<file path="src/rtl/seq_pkg.sv">
// seq_pkg: shared FSM state encoding and default sizing for the serial pattern link
package seq_pkg;
  typedef enum logic [1:0] {IDLE, SEND, DONE} seq_state_t;
  localparam int PAT_W_DEF = 10;
  localparam int CNT_W_DEF = 8;
  localparam int DIV_DEF = 50000000;
endpackage

</file>
<file path="src/rtl/bit_tick_gen.sv">
// bit_tick_gen: bit-rate divider with sync clear and a registered last-cycle-of-period tick
module bit_tick_gen #(
  parameter int DIV = 50000000
) (
  input  logic clk,
  input  logic rst,
  input  logic clr,
  input  logic en,
  output logic tick
);
  localparam int W = DIV > 1 ? $clog2(DIV) : 1;
  logic [W-1:0] c, c_n;
  assign c_n = (clr || c == W'(DIV - 1)) ? '0 : c + 1'b1;
  // tick is precomputed from the next count so it lines up with the last cycle of each period
  always_ff @(posedge clk) begin
    if (rst) begin
      c <= '0;
      tick <= 1'b0;
    end else begin
      c <= c_n;
      tick <= en && c_n == W'(DIV - 1);
    end
  end
endmodule

</file>
<file path="src/rtl/seq_pattern_tx.sv">
// seq_pattern_tx: serial MSB-first pattern transmitter with repeat count; SEQ_TX_PARITY_EN appends an even-parity bit per word
module seq_pattern_tx
  import seq_pkg::*;
#(
  parameter int PAT_W = PAT_W_DEF,
  parameter int CNT_W = CNT_W_DEF,
  parameter int DIV = DIV_DEF
) (
  input  logic             clk,
  input  logic             reset,
  input  logic             start,
  input  logic [PAT_W-1:0] pat_in,
  input  logic [CNT_W-1:0] rep_in,
  input  logic             stop,
  output logic             dout,
  output logic             dvalid,
  output logic             bit_tick,
  output logic             busy,
  output logic             done
);
`ifdef SEQ_TX_PARITY_EN
  localparam int K = PAT_W + 1;
`else
  localparam int K = PAT_W;
`endif
  localparam int IW = $clog2(K + 1);
  seq_state_t state;
  logic [PAT_W-1:0] pat;
  logic [CNT_W-1:0] rep;
  logic [IW-1:0] idx;
  logic cont, last, fin, send_nxt;
  function automatic logic bit_at(input logic [PAT_W-1:0] p, input logic [IW-1:0] i);
`ifdef SEQ_TX_PARITY_EN
    return i < IW'(PAT_W) ? p[PAT_W-1-int'(i)] : ^p;
`else
    return p[PAT_W-1-int'(i)];
`endif
  endfunction
  assign last = bit_tick && idx == IW'(K - 1);
  assign fin = last && (stop || (!cont && rep <= CNT_W'(1)));
  assign send_nxt = state == IDLE ? start : state == SEND && !fin;
  bit_tick_gen #(.DIV(DIV)) u_tick (
    .clk(clk),
    .rst(reset),
    .clr(state == IDLE),
    .en(send_nxt),
    .tick(bit_tick)
  );
  // transmit FSM; dout is loaded one bit ahead so every output comes straight from a flop
  always_ff @(posedge clk) begin
    if (reset) begin
      state <= IDLE;
      pat <= '0;
      rep <= '0;
      cont <= 1'b0;
      idx <= '0;
      dout <= 1'b0;
      dvalid <= 1'b0;
      busy <= 1'b0;
      done <= 1'b0;
    end else begin
      case (state)
        IDLE: if (start) begin
          state <= SEND;
          pat <= pat_in;
          rep <= rep_in;
          cont <= rep_in == '0;
          idx <= '0;
          dout <= pat_in[PAT_W-1];
          dvalid <= 1'b1;
          busy <= 1'b1;
        end
        SEND: if (fin) begin
          state <= DONE;
          dout <= 1'b0;
          dvalid <= 1'b0;
          done <= 1'b1;
        end else if (last) begin
          idx <= '0;
          if (!cont) rep <= rep - 1'b1;
          dout <= pat[PAT_W-1];
        end else if (bit_tick) begin
          idx <= idx + 1'b1;
          dout <= bit_at(pat, idx + 1'b1);
        end
        DONE: begin
          state <= IDLE;
          done <= 1'b0;
          busy <= 1'b0;
        end
        default: state <= IDLE;
      endcase
    end
  end
endmodule

</file>
<file path="config.mk">
export PLATFORM = sky130hd
export DESIGN_NAME = seq_pattern_tx
export DESIGN_NICKNAME = d
export VERILOG_FILES = /design/src/rtl/seq_pkg.sv /design/src/rtl/bit_tick_gen.sv /design/src/rtl/seq_pattern_tx.sv
export SDC_FILE = /design/constraint.sdc
export NUM_CORES = 1
export LEC_CHECK = 0
export ABC_AREA = 1
export CORE_MARGIN = 2
export CORE_UTILIZATION = 45
export CTS_CLUSTER_DIAMETER = 60
export DETAILED_ROUTE_END_ITERATION = 8
export DONT_BUFFER_PORTS = 1
export PLACE_DENSITY = 0.59
export SLEW_MARGIN = 10
export SYNTH_ARGS = -nofsm -noshare
export SYNTH_HDL_FRONTEND = slang
export SYNTH_HIERARCHICAL = 1
export SYNTH_SLANG_ARGS = --single-unit
</file>
<file path="constraint.sdc">
create_clock -name clk -period 1.8 [get_ports clk]
set_input_delay 0.27 -clock clk [delete_from_list [all_inputs] [get_ports clk]]
set_output_delay 0.27 -clock clk [all_outputs]
set_load 0.02 [all_outputs]
</file>
==> results of run 1 <==
metal layers:
layer	share of wire	track usage
met5	0	0
met1	0.47	0.249
met4	0.0054	0.0556
met3	0.036	0.0329
met2	0.49	0.368
logic make-up after synthesis:
family	synth area share
compound gates	0.0706
xor+xnor	0.0186
fa+ha+maj	0.0228
buf+inv	0.0971
flops	0.340
simple gates	0.451
registers in the layout, indices dropped and copies added (netlist names):
name	flops
cont	1
done	1
rep	8
dvalid	1
idx	4
busy	1
u_tick/tick	1
pat	10
dout	1
state	2
u_tick/c	26
repair_timing:
| action | in CTS | in global routing |
|---|---|---|
| resized for setup | 3 | 16 |
| buffers inserted | 0 | 2 |
| setup endpoints to repair | 1 | 14 |
| pin swaps | 0 | 9 |
| endpoints found under the hold margin | 4 | 2 |
| hold buffers | 2 | 1 |
| cloned | 0 | 0 |
cell usage in the layout, fill, tap and decap left out, drive strengths merged:
cell         netlist  final
nand4              6      6
nand3             41     41
ha                 6      6
nand2            158    158
or2                1      1
nor4               2      2
a21oi             14     14
clkbuf             4      6
a22oi              1      1
o21ai             25     25
clkinvlp           0      1
xor2               6      6
nor3               7      7
clkinv             0      1
xnor2              1      1
nand3b             4      4
o21bai             3      3
dfxtp             56     56
nor2             125    125
buf                7     28
inv               61     61
dlygate4sd3        0      3
power groups by stage:
stage / combinational (W) / clock, W / sequential, W
floorplan: 0.000336 / 0 / 0.00136
global placement: 0.000444 / 0 / 0.00137
detailed placement: 0.000449 / 0 / 0.00137
CTS: 0.000461 / 0.000737 / 0.00134
global route: 0.000560 / 0.000794 / 0.00135
finish: 0.000496 / 0.000705 / 0.00135
final timing paths:
check / end / slack [ps]
setup / recovery: u_tick/tick / -150
setup reg to reg: u_tick/tick / -150
hold / removal: done / 20
hold reg to reg: pat[4] / 500
metrics by stage:
stage	setup slack [ps]	TNS, ps	instances	utilization	cell area [µm²]
2_1_floorplan	28.5	0	528	-	3300
3_3_place_gp	-39.7	-39.7	642	0.494	3540
3_5_place_dp	-96.8	-96.8	642	0.494	3540
4_1_cts	-115	-115	652	0.510	3660
5_1_grt	-420	-511	655	0.522	3740
6_report	-148	-148	655	0.522	3740
cell type report:
| type | count | area [µm²] |
|---|---|---|
| fill | 744 | 3430 |
| multi-input combinational | 400 | 1910 |
| sequential | 56 | 1130 |
| clock buffer | 6 | 72.6 |
| timing repair buffer | 31 | 260 |
| inverter | 61 | 229 |
| tap | 99 | 124 |
| clock inverter | 2 | 16.3 |
==> metrics.txt, run 1 <==
# TYPE chip_impl_metric gauge
chip_impl_info{name="status",value="finished with violations"} 1
chip_impl_info{name="violated_checks",value="negative setup slack"} 1
chip_impl_metric{name="antennaDiodeCount",unit=""} 0
chip_impl_info{name="critical_path.cell_chain",value="inv_2, ha_2, inv_2, nand2_1, nand3_2, o21bai_2, nand2_1, nand2_1, nand2_1, inv_1, nor2_1, nand2_1, nor2_1, nand2_1, nor2_1, nand3_1, nor2_1, nand2_1, nor2_1, nand2_1, nor2_1"} 1
chip_impl_metric{name="avgRoutedWirePerCell",unit="µm"} 12.0
chip_impl_info{name="tritoncts",value="yes"} 1
chip_impl_metric{name="areaGrowthSynthToFinish",unit="%"} 13.5
chip_impl_metric{name="max_clk_rate",unit="GHz"} 0.513
chip_impl_metric{name="postLayoutSetupSlackWorst",unit="ps"} -148
chip_impl_metric{name="part_of_the_total_power_dissipated_in_the_clock_network",unit=""} 0.277
chip_impl_metric{name="fin_worst_skew",unit="ps"} 9.41
chip_impl_info{name="hold_path_startpoint",value="reset"} 1
chip_impl_metric{name="cts-root-to-sink-buffers",unit=""} 2
chip_impl_info{name="endpoint_kind",value="register"} 1
chip_impl_info{name="worst_path_dominant_cell_family",value="simple AND/OR/NAND/NOR gates"} 1
chip_impl_metric{name="worstSkewPairLatency",unit="ps"} 310
chip_impl_metric{name="route.vias.total",unit=""} 3105
chip_impl_metric{name="worstPathBufferInverterCount",unit=""} 3
chip_impl_metric{name="design.die.area",unit="µm²"} 8030
chip_impl_info{name="timing.critical_path.from",value="rep[0]"} 1
chip_impl_metric{name="max-slew-margin-rel",unit=""} 0.555
chip_impl_metric{name="synthesis.yosys.warnings",unit=""} 6
chip_impl_metric{name="clock_sink_count",unit=""} 56
chip_impl_metric{name="drc_violation_count_after_routing",unit=""} 0
chip_impl_metric{name="cell_internal_pwr",unit="W"} 0.00178
chip_impl_info{name="worstSetupPathType",value="register to register"} 1
chip_impl_metric{name="static_leakage",unit="nW"} 1.60
chip_impl_metric{name="finalNetCount",unit=""} 583
chip_impl_metric{name="gr-total-overflow",unit=""} 0
chip_impl_metric{name="critical_path_max_stage_delay",unit="ps"} 360
chip_impl_metric{name="power.combinational.fraction",unit=""} 0.195
chip_impl_metric{name="detail_route.iter0.violations",unit=""} 64
chip_impl_info{name="synth.area.top_cells",value="dfxtp_1 34%, nand2_1 17%, nor2_1 13%, inv_1 6.6%, nand3_1 6.1%"} 1
chip_impl_metric{name="power.net_switching",unit="W"} 0.000764
chip_impl_metric{name="first_global_vias",unit=""} 2906
chip_impl_metric{name="die-height",unit="µm"} 89.6
chip_impl_metric{name="synth-async-reset-ratio",unit=""} 0
chip_impl_metric{name="required",unit="ps"} 2050
chip_impl_metric{name="grt_pass1_wl",unit="mm"} 12.8
chip_impl_metric{name="number_of_enable_type_register_cells_in_the_synthesized_netlist",unit=""} 0
chip_impl_metric{name="grt_antenna_before_repair",unit=""} 0
chip_impl_metric{name="ant_nets",unit=""} 0
chip_impl_metric{name="worst_pin_slew",unit="ps"} 667
chip_impl_metric{name="port-buffer-count",unit=""} 0
chip_impl_metric{name="core",unit="µm²"} 7180
chip_impl_metric{name="period_share",unit=""} 1.08
chip_impl_metric{name="start_util",unit=""} 0.460
chip_impl_metric{name="worstPathMaxFanout",unit=""} 3
chip_impl_metric{name="worstSetupPathDepth",unit=""} 21
chip_impl_metric{name="synth_largest_type_area_fraction",unit=""} 0.340
chip_impl_info{name="synth.top_cells.by_count",value="147 x nand2_1, 111 x nor2_1, 58 x inv_1"} 1
chip_impl_metric{name="totalPowerFinal",unit="W"} 0.00255
chip_impl_metric{name="ios",unit=""} 27
chip_impl_metric{name="pin_count_of_the_biggest_net_entering_global_routing",unit=""} 24
chip_impl_metric{name="grt_util_all_layers",unit=""} 0.204
chip_impl_info{name="hold_path.class",value="input port to register"} 1
chip_impl_metric{name="die_x",unit="µm"} 89.6
chip_impl_metric{name="yosysSeqAreaShare",unit=""} 0.340
chip_impl_info{name="synthFlopType",value="dfxtp_1"} 1
chip_impl_metric{name="timing.max_cap.violations",unit=""} 0
chip_impl_metric{name="synth_unique_cells",unit=""} 30
chip_impl_metric{name="layout-drive-gt1-share",unit=""} 0.149
chip_impl_metric{name="synthesized_instance_count",unit=""} 528
chip_impl_metric{name="synthesized_net_count",unit=""} 556
chip_impl_metric{name="htree_num_levels",unit=""} 2
chip_impl_metric{name="clkTransAtPathRegs",unit="ps"} 110
chip_impl_metric{name="critical_path_arrival",unit="ps"} 2200
chip_impl_info{name="cts_root_buffer",value="clkbuf_8"} 1
chip_impl_metric{name="reg2regPathDepth",unit=""} 21
chip_impl_metric{name="dp_hpwl",unit="mm"} 5.91
chip_impl_metric{name="min_delay_path_depth",unit=""} 1
chip_impl_info{name="critPathSlowestCell",value="dfxtp_2"} 1
chip_impl_metric{name="finalCriticalPeriod",unit="ps"} 1950
chip_impl_info{name="cp_common_cell",value="nand2_1"} 1
chip_impl_metric{name="timing.final.hold_violations",unit=""} 0
chip_impl_metric{name="mappedNetlistArea",unit="µm²"} 3300
chip_impl_metric{name="synth_seq_cells",unit=""} 56
chip_impl_metric{name="drtPass1Iterations",unit=""} 4
chip_impl_metric{name="cellPowerDensity",unit="nW/µm²"} 681
chip_impl_metric{name="ir_drop",unit="V"} 0.000296
chip_impl_metric{name="gp_congestion",unit=""} 0.865
chip_impl_metric{name="rows",unit=""} 31
chip_impl_metric{name="power.share.sequential",unit=""} 0.529
chip_impl_info{name="worstSetupStartpointType",value="register"} 1
chip_impl_metric{name="hold_slack",unit="ps"} 22.6
chip_impl_info{name="yosysMostFrequentCell",value="nand2_1"} 1
chip_impl_metric{name="power.switching_fraction",unit=""} 0.300
chip_impl_metric{name="drt-vias-per-instance",unit=""} 4.74
chip_impl_metric{name="route.final.wire_length",unit="mm"} 7.85
chip_impl_metric{name="setup_violations",unit=""} 1
chip_impl_metric{name="maxSlewViolCount",unit=""} 0
chip_impl_info{name="synth_top_cell_by_area",value="dfxtp_1"} 1
chip_impl_metric{name="syn_area_per_cell",unit="µm²"} 6.25
chip_impl_metric{name="number_of_buffers_created_by_cts",unit=""} 5
chip_impl_info{name="worstReg2RegStart",value="rep[0]"} 1
chip_impl_info{name="unrepaired_setup_endpoints_after_global_routing",value="true"} 1
No activity file was read; power rests on OpenSTA's default activity.
==> run 2, diff against run 1 <==
Settings changed: SLEW_MARGIN 10 to 25.
==> results of run 2 <==
Final layout, timing and power as in run 1 (identical DEF).
